**src/rtl/reg_wb_arbiter_pkg.sv**
```systemverilog
// Shared definitions for the register-file writeback arbiter.
// Contents:
//   DATA_WIDTH / ADDR_WIDTH / CNT_W - default widths used by the top and scoreboard
//   req_id_e                        - requester identifiers (ALU = 0, load unit = 1)
//   REG_ZERO                        - hard-wired zero register index
package reg_wb_arbiter_pkg;

    localparam int DATA_WIDTH = 32;
    localparam int ADDR_WIDTH = 5;
    localparam int CNT_W      = 2;

    typedef enum logic {
        REQ_ALU = 1'b0,
        REQ_MEM = 1'b1
    } req_id_e;

    localparam int REG_ZERO = 0;

endpackage

```
**src/rtl/reg_scoreboard.sv**
```systemverilog
// Per-register pending-write scoreboard for RAW hazard detection.
// Ports:
//   clk_i, rst_n_i        - clock / asynchronous active-low reset
//   issue_valid_i         - issue stage wants to reserve issue_waddr_i
//   issue_waddr_i         - destination being reserved
//   issue_ready_o         - reservation can be accepted this cycle
//   rf_wen_i, rf_waddr_i  - registered regfile write (retires one pending write)
//   raddr1_i, raddr2_i    - source addresses under test
//   busy1_o, busy2_o      - source has at least one pending write
module reg_scoreboard #(
    parameter int ADDR_WIDTH = reg_wb_arbiter_pkg::ADDR_WIDTH,
    parameter int CNT_W      = reg_wb_arbiter_pkg::CNT_W
) (
    input  logic                  clk_i,
    input  logic                  rst_n_i,
    input  logic                  issue_valid_i,
    input  logic [ADDR_WIDTH-1:0] issue_waddr_i,
    output logic                  issue_ready_o,
    input  logic                  rf_wen_i,
    input  logic [ADDR_WIDTH-1:0] rf_waddr_i,
    input  logic [ADDR_WIDTH-1:0] raddr1_i,
    input  logic [ADDR_WIDTH-1:0] raddr2_i,
    output logic                  busy1_o,
    output logic                  busy2_o
);

    import reg_wb_arbiter_pkg::*;

    localparam int               NREG     = 2 ** ADDR_WIDTH;
    localparam logic [CNT_W-1:0] CNT_MAX  = {CNT_W{1'b1}};
    localparam logic [CNT_W-1:0] CNT_ONE  = CNT_W'(1);
    localparam logic [ADDR_WIDTH-1:0] ZERO_ADDR = ADDR_WIDTH'(REG_ZERO);

    logic [CNT_W-1:0] cnt_q [NREG];
    logic             dec_s;
    logic             dec_hit_s;
    logic             inc_s;
    logic             issue_ready_s;
    logic [NREG-1:0]  inc_vec_s;
    logic [NREG-1:0]  dec_vec_s;

    // Reservation acceptance: a saturated counter only frees up if that register retires now.
    always_comb begin
        dec_s     = rf_wen_i && (rf_waddr_i != ZERO_ADDR);
        dec_hit_s = dec_s && (rf_waddr_i == issue_waddr_i);
        if (issue_waddr_i == ZERO_ADDR) begin
            issue_ready_s = 1'b1;
        end else if (cnt_q[issue_waddr_i] != CNT_MAX) begin
            issue_ready_s = 1'b1;
        end else begin
            issue_ready_s = dec_hit_s;
        end
        inc_s = issue_valid_i && issue_ready_s && (issue_waddr_i != ZERO_ADDR);
        inc_vec_s = '0;
        dec_vec_s = '0;
        if (inc_s) begin
            inc_vec_s[issue_waddr_i] = 1'b1;
        end else begin
            inc_vec_s = '0;
        end
        if (dec_s) begin
            dec_vec_s[rf_waddr_i] = 1'b1;
        end else begin
            dec_vec_s = '0;
        end
    end

    // Counter array: reserve increments, retire decrements, both together cancel.
    always_ff @(posedge clk_i or negedge rst_n_i) begin
        if (!rst_n_i) begin
            for (int a = 0; a < NREG; a++) begin
                cnt_q[a] <= '0;
            end
        end else begin
            for (int a = 0; a < NREG; a++) begin
                case ({inc_vec_s[a], dec_vec_s[a]})
                    2'b10: begin
                        if (cnt_q[a] != CNT_MAX) cnt_q[a] <= cnt_q[a] + CNT_ONE;
                        else                     cnt_q[a] <= cnt_q[a];
                    end
                    2'b01: begin
                        // Retiring an empty counter is a protocol error; clamp at zero.
                        if (cnt_q[a] != '0) cnt_q[a] <= cnt_q[a] - CNT_ONE;
                        else                cnt_q[a] <= '0;
                    end
                    default: cnt_q[a] <= cnt_q[a];
                endcase
            end
        end
    end

    assign issue_ready_o = issue_ready_s;
    assign busy1_o = (raddr1_i != ZERO_ADDR) && (cnt_q[raddr1_i] != '0);
    assign busy2_o = (raddr2_i != ZERO_ADDR) && (cnt_q[raddr2_i] != '0);

    reg_scoreboard_chk u_chk (
        .clk_i          (clk_i),
        .rst_n_i        (rst_n_i),
        .dec_i          (dec_s),
        .dec_cnt_zero_i (cnt_q[rf_waddr_i] == '0)
    );

endmodule

```
**src/rtl/reg_scoreboard_chk.sv**
```systemverilog
// Protocol checker for the pending-write scoreboard.
// Ports:
//   clk_i          - clock, rising edge
//   rst_n_i        - asynchronous active-low reset
//   dec_i          - a register retire (decrement) happens this cycle
//   dec_cnt_zero_i - the counter being retired is already zero
module reg_scoreboard_chk (
    input  logic clk_i,
    input  logic rst_n_i,
    input  logic dec_i,
    input  logic dec_cnt_zero_i
);

    // A retire with nothing outstanding means the writeback side skipped a reservation.
    a_no_dec_at_zero: assert property (@(posedge clk_i) disable iff (!rst_n_i)
                                       !(dec_i && dec_cnt_zero_i))
        else $error("reg_scoreboard: retire of register with no pending write");

endmodule

```
**src/rtl/reg_wb_arbiter.sv**
```systemverilog
// Round-robin arbiter sharing the register-file write port between the ALU
// (requester 0) and the load unit (requester 1), plus a pending-write scoreboard.
// Ports:
//   clk, rst (async active-low)
//   alu_valid/alu_ready/alu_waddr/alu_wdata - ALU writeback handshake
//   mem_valid/mem_ready/mem_waddr/mem_wdata - load-unit writeback handshake
//   issue_valid/issue_waddr/issue_ready     - destination reservation from issue
//   rf_wen/rf_waddr/rf_wdata                - registered regfile write port
//   raddr1/raddr2, busy1/busy2              - RAW hazard query for both sources
module reg_wb_arbiter #(
    parameter int DATA_WIDTH = reg_wb_arbiter_pkg::DATA_WIDTH,
    parameter int ADDR_WIDTH = reg_wb_arbiter_pkg::ADDR_WIDTH,
    parameter int CNT_W      = reg_wb_arbiter_pkg::CNT_W
) (
    input  logic                  clk,
    input  logic                  rst,
    input  logic                  alu_valid,
    output logic                  alu_ready,
    input  logic [ADDR_WIDTH-1:0] alu_waddr,
    input  logic [DATA_WIDTH-1:0] alu_wdata,
    input  logic                  mem_valid,
    output logic                  mem_ready,
    input  logic [ADDR_WIDTH-1:0] mem_waddr,
    input  logic [DATA_WIDTH-1:0] mem_wdata,
    input  logic                  issue_valid,
    input  logic [ADDR_WIDTH-1:0] issue_waddr,
    output logic                  issue_ready,
    output logic                  rf_wen,
    output logic [ADDR_WIDTH-1:0] rf_waddr,
    output logic [DATA_WIDTH-1:0] rf_wdata,
    input  logic [ADDR_WIDTH-1:0] raddr1,
    input  logic [ADDR_WIDTH-1:0] raddr2,
    output logic                  busy1,
    output logic                  busy2
);

    import reg_wb_arbiter_pkg::*;

    localparam logic [ADDR_WIDTH-1:0] ZERO_ADDR = ADDR_WIDTH'(REG_ZERO);

    req_id_e               last_grant_q, last_grant_d;
    logic                  rf_wen_q, rf_wen_d;
    logic [ADDR_WIDTH-1:0] rf_waddr_q, rf_waddr_d;
    logic [DATA_WIDTH-1:0] rf_wdata_q, rf_wdata_d;
    logic                  alu_ready_s, mem_ready_s;
    logic                  gnt_alu_s, gnt_mem_s;

    // Arbitration: a requester loses only when the other is valid and it won last time.
    always_comb begin
        alu_ready_s  = !(mem_valid && (last_grant_q == REQ_ALU));
        mem_ready_s  = !(alu_valid && (last_grant_q == REQ_MEM));
        gnt_alu_s    = alu_valid && alu_ready_s;
        gnt_mem_s    = mem_valid && mem_ready_s;
        last_grant_d = last_grant_q;
        rf_wen_d     = 1'b0;
        rf_waddr_d   = rf_waddr_q;
        rf_wdata_d   = rf_wdata_q;
        if (gnt_alu_s) begin
            // Writes to the zero register complete the handshake but never reach the regfile.
            rf_wen_d     = (alu_waddr != ZERO_ADDR);
            rf_waddr_d   = alu_waddr;
            rf_wdata_d   = alu_wdata;
            last_grant_d = REQ_ALU;
        end else if (gnt_mem_s) begin
            rf_wen_d     = (mem_waddr != ZERO_ADDR);
            rf_waddr_d   = mem_waddr;
            rf_wdata_d   = mem_wdata;
            last_grant_d = REQ_MEM;
        end else begin
            rf_wen_d     = 1'b0;
        end
    end

    // Output stage and round-robin pointer; reset favours the ALU on first contention.
    always_ff @(posedge clk or negedge rst) begin
        if (!rst) begin
            last_grant_q <= REQ_MEM;
            rf_wen_q     <= 1'b0;
            rf_waddr_q   <= '0;
            rf_wdata_q   <= '0;
        end else begin
            last_grant_q <= last_grant_d;
            rf_wen_q     <= rf_wen_d;
            rf_waddr_q   <= rf_waddr_d;
            rf_wdata_q   <= rf_wdata_d;
        end
    end

    assign alu_ready = alu_ready_s;
    assign mem_ready = mem_ready_s;
    assign rf_wen    = rf_wen_q;
    assign rf_waddr  = rf_waddr_q;
    assign rf_wdata  = rf_wdata_q;

    reg_scoreboard #(
        .ADDR_WIDTH (ADDR_WIDTH),
        .CNT_W      (CNT_W)
    ) u_scoreboard (
        .clk_i         (clk),
        .rst_n_i       (rst),
        .issue_valid_i (issue_valid),
        .issue_waddr_i (issue_waddr),
        .issue_ready_o (issue_ready),
        .rf_wen_i      (rf_wen_q),
        .rf_waddr_i    (rf_waddr_q),
        .raddr1_i      (raddr1),
        .raddr2_i      (raddr2),
        .busy1_o       (busy1),
        .busy2_o       (busy2)
    );

endmodule

```
**config.mk**
```make
export PLATFORM = sky130hd
export DESIGN_NAME = reg_wb_arbiter
export DESIGN_NICKNAME = d
export VERILOG_FILES = /design/src/rtl/reg_wb_arbiter_pkg.sv /design/src/rtl/reg_scoreboard.sv /design/src/rtl/reg_scoreboard_chk.sv /design/src/rtl/reg_wb_arbiter.sv
export SDC_FILE = /design/constraint.sdc
export NUM_CORES = 1
export LEC_CHECK = 0
export BUFFER_PORTS_ARGS = -buffer_cell sky130_fd_sc_hd__buf_2
export CORE_ASPECT_RATIO = 0.8
export CORE_MARGIN = 8
export CORE_UTILIZATION = 38
export DETAILED_ROUTE_END_ITERATION = 8
export PLACE_DENSITY = 0.61
export SLEW_MARGIN = 30
export SYNTH_ARGS = -nofsm -noshare
export SYNTH_HDL_FRONTEND = slang
export SYNTH_SLANG_ARGS = --single-unit
```
**constraint.sdc**
```tcl
create_clock -name clk -period 4.2 [get_ports clk]
set_input_delay 0.84 -clock clk [delete_from_list [all_inputs] [get_ports clk]]
set_output_delay 0.84 -clock clk [all_outputs]
set_load 0.02 [all_outputs]
```
# After elaboration in Yosys (flattened, before gate mapping)

Index checks and enable logic that the tools add are counted.

Input port bits: 94
Flip-flop bits (word level): 103
Output and inout bits: 43

Mux-type cells: 121
Order comparisons: 7
Reductions and logical operators: 120
Add/sub/neg operators: 64
Bitwise operators: 4
Equal/unequal tests: 130

Operator list:

| operator                                             | count |
|---|---|
| two-way mux 2 bit                                    | 70 |
| nonzero test 2 bit                                   | 67 |
| two-way mux 32 bit                                   | 4 |
| case mux 2 bit (2 select lines)                      | 32 |
| != test 2 bit (second input constant)                | 33 |
| adder 2 x 1 -> 2 bit (second input constant)         | 32 |
| equality test 2 x 1 -> 1 bit (second input constant) | 32 |
| equality test 2 bit (second input constant)          | 32 |
| != test 2 x 1 -> 1 bit (second input constant)       | 32 |
| AND reduction 2 bit                                  | 32 |
| subtractor 2 x 1 -> 2 bit (second input constant)    | 32 |
| binary-select mux 2 bit (select 5 bit)               | 3 |
| nonzero test 5 bit                                   | 6 |
| >= comparator 6 bit (second input constant)          | 3 |
| inverter 5 -> 6 bit                                  | 3 |
| logical AND 1 bit                                    | 12 |
| < comparator 5 x 6 -> 1 bit (second input constant)  | 2 |
| demux 1 bit (select 5 bit)                           | 2 |
| >= comparator 5 x 1 -> 1 bit (second input constant) | 2 |
| two-way mux 5 bit                                    | 2 |
| two-way mux 1 bit                                    | 8 |
| equality test 5 bit                                  | 1 |
| zero test 5 bit                                      | 1 |
| zero test 1 bit                                      | 2 |
| inverter 1 bit                                       | 1 |

# Logic depth before layout (Yosys ltp)

Gate-level depths: netlist of run 1.

Depth in word-level cells: 13
Mapped depth: 13

# Hierarchy

From an unflattened synthesis of run 1, not the netlist that was laid out.

Cell total of the unflattened synthesis: 1014
Area total of the unflattened synthesis: 9088.7 um2

Modules (own cells, without submodules):

| module         | times used | sequential area each (um2) | cells each | area each (um2) |
|---|---|---|---|---|
| reg_scoreboard | 1          | 1601.5                     | 797        | 6986.7 |
| reg_wb_arbiter | 1          | 977.2                      | 217        | 2102.0 |

# Least setup slack after synthesis of run 1

No wires, ideal clock.

Path kind: in2out
Start point: input issue_waddr[2]
End point: output issue_ready
Data required time: 3360 ps
Arrival time: 2622 ps
Buffers on the path: 3
Stages: 9
Setup slack: 738 ps
Path through: buf_2 -> or3_1 -> o221ai_1 -> o21ai_1 -> o2111a_1 -> nor4b_4 -> buf_6 -> buf_4 -> inv_1

Cells in the longest elaborated chain, start to end: 7
Elaborated cells on any way between the ends: 10
Classes of those cells: eq/ne: 2; mux: 5; bitwise: 1; reduce/logical: 2

RTL lines:

| item                                                 | RTL line             | source |
|---|---|---|
| start, declared                                      | reg_wb_arbiter.sv:26 | `input logic [ADDR_WIDTH-1:0] issue_waddr,` |
| inverter 5 -> 6 bit (implied by the code)            | reg_scoreboard.sv:48 | `end else if (cnt_q[issue_waddr_i] != CNT_MAX) begin` |
| binary-select mux 2 bit (select 5 bit)               | reg_scoreboard.sv:48 |  |
| two-way mux 2 bit (implied by the code) (2 in a row) | reg_scoreboard.sv:48 |  |
| != test 2 bit                                        | reg_scoreboard.sv:48 |  |
| two-way mux 1 bit                                    | reg_scoreboard.sv:48 |  |
| two-way mux 1 bit (*)                                | reg_scoreboard.sv:46 | `if (issue_waddr_i == ZERO_ADDR) begin` |
| end, declared                                        | reg_wb_arbiter.sv:27 | `output logic issue_ready,` |

Mark *: on every way between the ends. The rest lies on a longest branch, timed or not. The select of a mux whose other input is x is not followed.

# Worst setup path in the final report of run 1

Start point: input issue_waddr[1]
End point: output issue_ready

The elaborated chain is that of the path after synthesis.

==> results of run 1 <==
per-layer routing:
metal	GRT usage, %	part of all wire [%]
met1	25.53	47
met2	27.91	44
met3	4.476	7.4
met4	4.831	1.8
met5	0	0
critical path, cell delays in order:
cell and delay, ps:
sky130_fd_sc_hd__buf_2 450, sky130_fd_sc_hd__buf_4 350, sky130_fd_sc_hd__mux2i_1 110, sky130_fd_sc_hd__o221ai_1 190, sky130_fd_sc_hd__a22oi_1 120, sky130_fd_sc_hd__o2111a_1 170
sky130_fd_sc_hd__nor4b_4 350, sky130_fd_sc_hd__inv_1 150, sky130_fd_sc_hd__buf_2 180
cells in the final DEF, fill, tap and decap left out, types with 5 or more instances in the layout:
master                      synthesis  layout
sky130_fd_sc_hd__xnor2_1           28      28
sky130_fd_sc_hd__ha_1              93      93
sky130_fd_sc_hd__nor3_1            49      49
sky130_fd_sc_hd__o22ai_1           39      39
sky130_fd_sc_hd__nand2_1           52      52
sky130_fd_sc_hd__or2_2              8       8
sky130_fd_sc_hd__nand3_1           19      19
sky130_fd_sc_hd__nor2b_1            5       5
sky130_fd_sc_hd__a21o_1             8       8
sky130_fd_sc_hd__o21ai_0           22      22
sky130_fd_sc_hd__buf_2             10     135
sky130_fd_sc_hd__o211ai_1          11      11
sky130_fd_sc_hd__a21oi_1           77      77
sky130_fd_sc_hd__mux2_2             6       6
sky130_fd_sc_hd__a31oi_1           34      34
sky130_fd_sc_hd__inv_1             77      77
sky130_fd_sc_hd__nor4_1            11      11
sky130_fd_sc_hd__nor2_1           150     150
sky130_fd_sc_hd__clkbuf_16          0       9
sky130_fd_sc_hd__a211oi_1          23      23
sky130_fd_sc_hd__buf_4              3      11
sky130_fd_sc_hd__dfrtp_1          102     102
sky130_fd_sc_hd__mux2i_1          102     102
sky130_fd_sc_hd__mux4_2             8       8
sky130_fd_sc_hd__or3_1              7       7
sky130_fd_sc_hd__nand3b_1          15      15
sky130_fd_sc_hd__o221ai_1          10      10
worst max-delay path by stage:
stage	from	to
6_report	issue_waddr[1]	issue_ready
2_1_floorplan	issue_waddr[2]	issue_ready
4_1_cts	issue_waddr[1]	issue_ready
5_1_grt	issue_waddr[1]	issue_ready
3_3_place_gp	issue_waddr[1]	u_scoreboard.cnt_q[17]$_DFFE_PN0P_
3_5_place_dp	issue_waddr[1]	u_scoreboard.cnt_q[25]$_DFFE_PN0P_
Yosys cell counts, drive strengths merged (15+ instances only):
master  instances  area, sq um
nor3           49        245.2
clkbuf         38        142.6
nand2          52        195.2
a31oi          34        212.7
dfrtp         102         2552
o21ai          23        115.1
mux2i         102         1021
ha             93         1164
o22ai          39        244.0
nand3b         15        112.6
a21oi          77        385.4
nand3          19        95.09
nor2          151        569.3
buf            24        128.9
inv            78        292.8
xnor2          28        245.2
a211oi         23        172.7
cells by family after synthesis:
family | after synthesis
xor+xnor | 31
simple gates | 345
fa+ha+maj | 93
compound gates | 249
buf+inv | 140
flops | 103
mux | 116
power groups by stage:
stage | combinational [W] | sequential (W) | clock (W)
after floorplan | 0.00176 | 0.00184 | 0
after global placement | 0.00226 | 0.00203 | 0
after detailed placement | 0.00233 | 0.00203 | 0
after CTS | 0.00234 | 0.00202 | 0.000941
after global routing | 0.00267 | 0.00211 | 0.000972
final | 0.00233 | 0.00204 | 0.000913
final cells by class:
type	count	share of cell area (%)
inverter	78	2.846
multi-input combinational	834	57.59
clock inverter	6	0.7054
clock buffer	10	2.323
timing repair buffer	148	7.675
tap	312	3.795
sequential	103	25.07
metrics by stage:
step / hold WS, ps / std cells / worst slack [ps]
CTS: 382.5 / 1491 / 480.9
finish: 389.4 / 1491 / 437.9
global placement: 386.0 / 1475 / 491.6
global route: 400.7 / 1491 / 331.0
floorplan: 428.4 / 1077 / 737.7
detailed placement: 364.6 / 1475 / 404.7
sequential cells by signal, indices dropped and copies added (netlist names):
| signal | cells |
|---|---|
| rf_wdata | 32 |
| rf_wen | 1 |
| last_grant_q | 1 |
| rf_waddr | 5 |
| u_scoreboard.cnt_q | 64 |
==> flow_results.org, run 1 <==
** STA
- Achievable Freq :: 0.2658 GHz
- Max-slew headroom at the worst pin :: around 37%
- Slew at the pin closest to its max-slew limit :: 949.0 ps
- Final slew viol count :: 0
- On the final layout, the worst clock skew is roughly 20 ps.
- Setup TNS after final layout :: 0 ps
- Period utilisation layout :: around 90%
- Final critical path time including I/O delays and setup :: 3762 ps
- Final setup fails :: 0
- Setup repair after global routing missed its margin :: false
- Number of hold-slack violations in the final timing report :: 0

** Pwr
- VDD IR-drop max :: 0.3079 mV
- Power spread over the standard cell area amounts to around 500 nW/um^2.
- NetSw :: 0.002451 W
- Combinational cell fraction of total power :: between 40% and 50%
- Leakage power total :: 4.620 nW
- Clock network fraction of total power :: between 10% and 20%
- Internal power comes to between 0.002 and 0.003 W.
- Net switching is 46.36% of the power.
- Of the total power, registers draw 38.6%.
- The design draws 0.005287 W.

** Worst hold path
- For hold timing, the worst endpoint is u_scoreboard.cnt_q[63]$_DFFE_PN0P_.
- In this run the worst hold path is classified as flip-flop to flip-flop.
- Worst hold start :: u_scoreboard.cnt_q[63]$_DFFE_PN0P_
- The worst hold path was traced through 0 stages.

** Finish
- The finished cells cover 10,290 sq um.
- Multi-input gate area :: 5924 sq um
- The layout has ~2.4k filler cells.
- The final layout contains 1,361 nets.
- Number of antenna cells inserted :: 0
- At the end of the flow the core is filled with cells to 43.97%.
- Proportion of layout cells with a drive suffix above 1 :: 16.45%
- Reg area :: 2579 sq um
- Area Overhead vs Synth :: 13.45%

** Synth
- Yosys printed 0 warnings.
- Post-Syn Nets :: 1,264
- After Yosys synthesis, XOR and XNOR cells account for 2.994% of the synthesized area.
- The synthesized design contains 0 enable-type register cells.
- Portion of netlist area occupied by mux cells :: 13.99%
- Library cells used by synthesis :: 61
- Synth Area in Simple Gates :: 18.16%
- Primary flip-flop cell chosen by synthesis mapping :: sky130_fd_sc_hd__dfrtp_1
- The cell area that synthesis handed to floorplanning was roughly 9100 sq um.
- The cell count after synthesis came out at 1,077.
- Compound-gate portion of the synthesized area :: 17.36%
- Yosys reg bits :: around 100
- Average size of a mapped cell :: around 8.4 sq um
- Combinational family with the most area after synthesis :: simple AND/OR/NAND/NOR gates
- Async S/R FF share, synth :: 100.0%
- After Yosys synthesis, full adders, half adders and majority gates account for 12.83% of the synthesized area.
- Sequential-to-total area share from yosys stat :: approximately 28%

** CTS
- Num CTS Buffers :: 9
- The number of gates resized after CTS was 0.
- Clock-pin slew was measured on the worst setup and hold paths at 80 ps.
- CTS Root Buffer Type :: sky130_fd_sc_hd__clkbuf_16
- TritonCTS clock tree :: built
- Clock latency on the worst-skew pair :: 370 ps
- Number of hold buffers added after CTS :: 0
- After clock tree synthesis, the setup repair step added 0 buffers.
- H-tree Lvls :: 3
- Clock sinks :: 103
- Maximum number of buffers from clock root to sink :: 2

** Floorplanning
- The floorplan has 50 rows.
- Pin placement for this block handled between 100 and 150 I/O pins.
- Measured along the y axis, the die boundary spans 154.2 microns.
- Area of the die :: 29,090 sq um
- The initial utilization of the core area, before any placement, comes to 38.75%.
- Die X :: around 190 microns
- Core outline area :: between 20,000 and 25,000 sq um

** Run
- Across the run, the number of max-cap violations was 0.

** Placement
- Input/output buffers :: between 100 and 150
- Placer Congestion :: 0.8983
- Once placement finished, the instance area stood at 9972 sq um.
- Dpl hpwl :: 19,930 microns

** Worst setup path
- The worst register-to-register path begins at rf_waddr[2]$_DFFE_PN0P_.
- Startpoint class of the critical path :: primary input
- CP arrival :: just under 3000 ps
- For the worst setup path, the data required time is around 3400 ps.
- Measured in cells, the most critical reg-to-reg path has a length of 8.
- Setup slack on the worst reg-to-reg path comes out at between 1000 and 1500 ps.
- STA classifies the critical path endpoint as an output port.
- Highest net fanout along the worst path :: 18
- The endpoint identified for the worst register-to-register timing path is u_scoreboard.cnt_q[33]$_DFFE_PN0P_.
- By startpoint and endpoint, the worst setup path is classified as primary input to output port.

** Global route
- The initial antenna violation count was 0.
- The number of global-route vias before repair is slightly above 8k.
- First-pass GRT wire length :: 43,500 microns
- Entering global routing, the biggest net connects 103 pins.
- Global routing consumed, over all layers together, between 10% and 20% of the routing resources.
- For this run the aggregate overflow at the end of global routing stands at 0.

** Routing
- The first TritonRoute pass finished after 5 iterations.
- Using the TritonRoute via totals, the vias-per-cell ratio works out to 5.616.
- In this run the remaining antenna-violating nets after routing total 0.
- Remaining routing DRC violations :: 0
- Average wire per standard cell :: 18.15 microns
- Detailed routing inserted a total of 8,373 vias.
- After detailed routing, the total wire length is 27,070 microns.
- Initial detailed-routing violation count :: approximately 740

** Status
- Status :: finished clean
Note: power is estimated with default switching activity, not from simulation.
==> run 2, diff against run 1 <==
Clock period 4.2 ns to 3.7 ns, I/O delays scaled along.
==> run 2 against run 1 <==
Against the previous run: first-iteration DRC count is 21% lower; die area stayed put; non-clock buffer count is 7 higher; highest routed layer unchanged.
==> flow_results.org, run 2 (same netlist as run 1, synthesis figures left out) <==
** Status
- Status :: finished clean

** Global route
- Via count of the first global-routing pass :: 7,881 (-3.0%)
- The global-route usage over all layers was 18.47% (+0.13 points).
- The total congestion overflow after global routing came to 0 (unchanged).
- The pin count of the biggest net entering global routing came to 103 (unchanged).
- First-pass GRT wire length :: 43,630 microns (+0.29%)
- Initial antenna violation count :: 0 (unchanged)

** STA
- Setup repair after global routing left no endpoint under its margin.
- Smallest hold slack :: 386.4 ps (-3.004 ps)
- Slew at the pin closest to its max-slew limit :: 847.5 ps (-101.4 ps)
- Dividing the final minimum period by the clock period gives 93.37%.
- The max-slew violation count came to 0 (unchanged).
- Final critical-path setup slack :: 245.4 ps (-192.4 ps)
- The accumulated negative setup slack was 0 ps (unchanged).
- The total setup violations reported at the end of the flow came to 0 (unchanged).
- The final worst clock skew came to 16.12 ps (-3.607 ps).
- The worst slew margin relative to its limit came to 43.06% (+6.3 points).
- Number of hold-slack violations in the final timing report :: 0 (unchanged)
- Final critical path time including I/O delays and setup :: 3455 ps
- Static timing analysis puts the maximum clock frequency at approximately 0.29 GHz.

** Routing
- Remaining routing DRC violations :: 0 (unchanged)
- Average wire per standard cell :: 18.16 microns (about the same)
- Initial detailed-routing violation count :: 584 (-21%)
- The iteration count of the initial detailed-routing pass was 5 (unchanged).
- Vias per cell :: 5.587 (-0.50%)
- The overall routed net length was 27,210 microns (+0.50%).
- Antenna viol nets, final :: 0 (unchanged)
- The total via count in the routed design was 8,370 (-0.036%).

** CTS
- Clock sinks :: 103 (unchanged)
- Resized Gates After CTS :: 0 (unchanged)
- Clock latency on the worst-skew pair :: 360 ps (about the same)
- Num CTS Buffers :: 9 (unchanged)
- TritonCTS built the clock tree.
- Number of hold buffers added after CTS :: 0 (unchanged)
- The maximum buffer depth of the clock tree was 2 (unchanged).
- The clock transition at the registers of the reported paths is 80 ps (about the same).
- In this run the clock root is driven by a sky130_fd_sc_hd__clkbuf_16.
- H-tree Lvls :: 3 (unchanged)
- Post-CTS Setup Bufs :: 0 (unchanged)

** Placement
- The number of buffers added on ports was 136 (unchanged).
- Placer Congestion :: 0.8813 (-1.9%)
- The minimum setup slack after placement is 131.4 ps (-273.3 ps).
- The post-detailed-placement half-perimeter wirelength was 20,310 microns (+1.9%).
- The post-placement cell count was 1,481 (+0.41%).

** Floorplanning
- Area of the die :: 29,090 sq um (unchanged)
- The placeable core area was 23,400 sq um (unchanged).
- The starting density of the core came to 38.75% (unchanged).
- The die height was 154.2 microns (unchanged).
- The chip width is 188.7 microns (unchanged).
- The site row count was 50 (unchanged).
- The I/O pin count is 137 (unchanged).

** Pwr
- The share of power burned in combinational logic was 43.6% (-0.5 points).
- NetSw :: 0.002766 W (+13%)
- Leakage power total :: 4.662 nW (+0.91%)
- The power share of the clock group came to 17.6% (+0.3 points).
- The sequential share of power was 38.8% (+0.2 points).
- The internal power contribution is 0.003268 W (+15%).
- The switching power as a share of total power came to 45.84% (-0.51 points).
- The worst supply voltage drop on vdd came to 0.3210 mV (+4.3%).
- Areal power density over the cells :: 582.3 nW/um^2 (+13%)

** Worst setup path
- Endpoint of the lowest-slack register-to-register path :: u_scoreboard.cnt_q[33]$_DFFE_PN0P_
- The largest fanout on the critical path is 16 (-2).
- The worst setup path is captured at an output port.
- R2R depth :: 8 (unchanged)
- Startpoint class of the critical path :: primary input
- Worst Path Class, Setup :: primary input to output port
- The startpoint identified for the worst register-to-register timing path is rf_waddr[3]$_DFFE_PN0P_.
- The data required time of the worst path came to 2960 ps (-400 ps).
- The critical path starts at issue_waddr[0].
- The arrival time of the worst setup path came to 2710 ps (-210 ps).
- The minimum setup slack among reg-to-reg paths came to 730 ps (-420 ps).
- Following the worst setup path forward leads to its endpoint at issue_ready.

** Finish
- Proportion of layout cells with a drive suffix above 1 :: 16.95% (+0.49 points)
- The number of flip-flops under the largest register name was 64 (unchanged).
- Most common cell after layout, fill and taps aside :: sky130_fd_sc_hd__nor2_1
- Non-filler cells, final :: 1,498 (+0.47%)
- Net total in the final layout :: 1,368 (+0.51%)
- Area Overhead vs Synth :: 14.28%
- The total inserted antenna cells came to 0 (unchanged).
- The top cell types in the final layout, fill and taps aside, are sky130_fd_sc_hd__nor2_1, sky130_fd_sc_hd__buf_2, sky130_fd_sc_hd__mux2i_1, sky130_fd_sc_hd__dfrtp_1, sky130_fd_sc_hd__ha_1.
- The share of the core filled with cells in the final layout is 44.29% (+0.32 points).
- Filler cell count in the final layout :: 2,355 (+0.085%)
- Register bank with the most flops :: u_scoreboard.cnt_q

** Run
- The number of violations of the max-capacitance limit came to 0 (unchanged).

** Worst hold path
- Worst hold path class :: flip-flop to flip-flop
[run 2: cell types whose count changed in the layout (fill, tap and decap cells not counted)]
cell	change
sky130_fd_sc_hd__buf_12	+1
sky130_fd_sc_hd__buf_6	-1
sky130_fd_sc_hd__clkbuf_8	-1
sky130_fd_sc_hd__buf_4	+7
sky130_fd_sc_hd__inv_8	-1
sky130_fd_sc_hd__clkinv_4	+1
sky130_fd_sc_hd__bufinv_16	+1
[run 2: area by class of cell]
class | instances | area [sq um] | area share (%)
inverter | 78 | 292.8 | 2.825
multi-input combinational | 834 | 5924 | 57.17
timing repair buffer | 155 | 850.8 | 8.211
sequential | 103 | 2579 | 24.89
clock inverter | 7 | 100.1 | 0.9660
tap | 312 | 390.4 | 3.767
clock buffer | 9 | 225.2 | 2.173
[run 2: worst min-delay path by stage]
stage                                       startpoint                                 end  cells after the start
detailed placement  u_scoreboard.cnt_q[63]$_DFFE_PN0P_  u_scoreboard.cnt_q[63]$_DFFE_PN0P_                      0
floorplan           u_scoreboard.cnt_q[62]$_DFFE_PN0P_  u_scoreboard.cnt_q[62]$_DFFE_PN0P_                      1
CTS                 u_scoreboard.cnt_q[63]$_DFFE_PN0P_  u_scoreboard.cnt_q[63]$_DFFE_PN0P_                      0
finish              u_scoreboard.cnt_q[63]$_DFFE_PN0P_  u_scoreboard.cnt_q[63]$_DFFE_PN0P_                      0
global placement    u_scoreboard.cnt_q[62]$_DFFE_PN0P_  u_scoreboard.cnt_q[62]$_DFFE_PN0P_                      0
global route        u_scoreboard.cnt_q[63]$_DFFE_PN0P_  u_scoreboard.cnt_q[63]$_DFFE_PN0P_                      0
[run 2: power groups by stage]
stage | sequential (W) | clock, W | combinational (W)
detailed placement | 0.00233 | 0 | 0.00263
global route | 0.00241 | 0.00114 | 0.00301
finish | 0.00234 | 0.00106 | 0.00263
global placement | 0.00233 | 0 | 0.00256
floorplan | 0.00208 | 0 | 0.00200
CTS | 0.00232 | 0.00110 | 0.00264
[run 2: through the flow]
stage	area, sq um	power, W
global route	10360	0.006570
CTS	10340	0.006054
finish	10360	0.006034
global placement	10020	0.004890
detailed placement	10020	0.004957
floorplan	9067	0.004081
[run 2: layer usage]
| layer | track usage (%) | up-vias | wire length (microns) |
|---|---|---|---|
| met5 | 0 | - | 0 |
| li1 | - | 4068 | - |
| met3 | 3.594 | 24 | 1537 |
| met4 | 4.051 | 0 | 340 |
| met2 | 27.51 | 239 | 11820 |
| met1 | 27.04 | 4039 | 13510 |
[run 2: worst max-delay path: stages]
cell	delay [ps]
sky130_fd_sc_hd__buf_2	190
sky130_fd_sc_hd__buf_4	220
sky130_fd_sc_hd__or3b_1	350
sky130_fd_sc_hd__o221ai_1	230
sky130_fd_sc_hd__a22oi_1	120
sky130_fd_sc_hd__o2111a_1	160
sky130_fd_sc_hd__nor4b_4	360
sky130_fd_sc_hd__inv_1	150
sky130_fd_sc_hd__buf_2	190
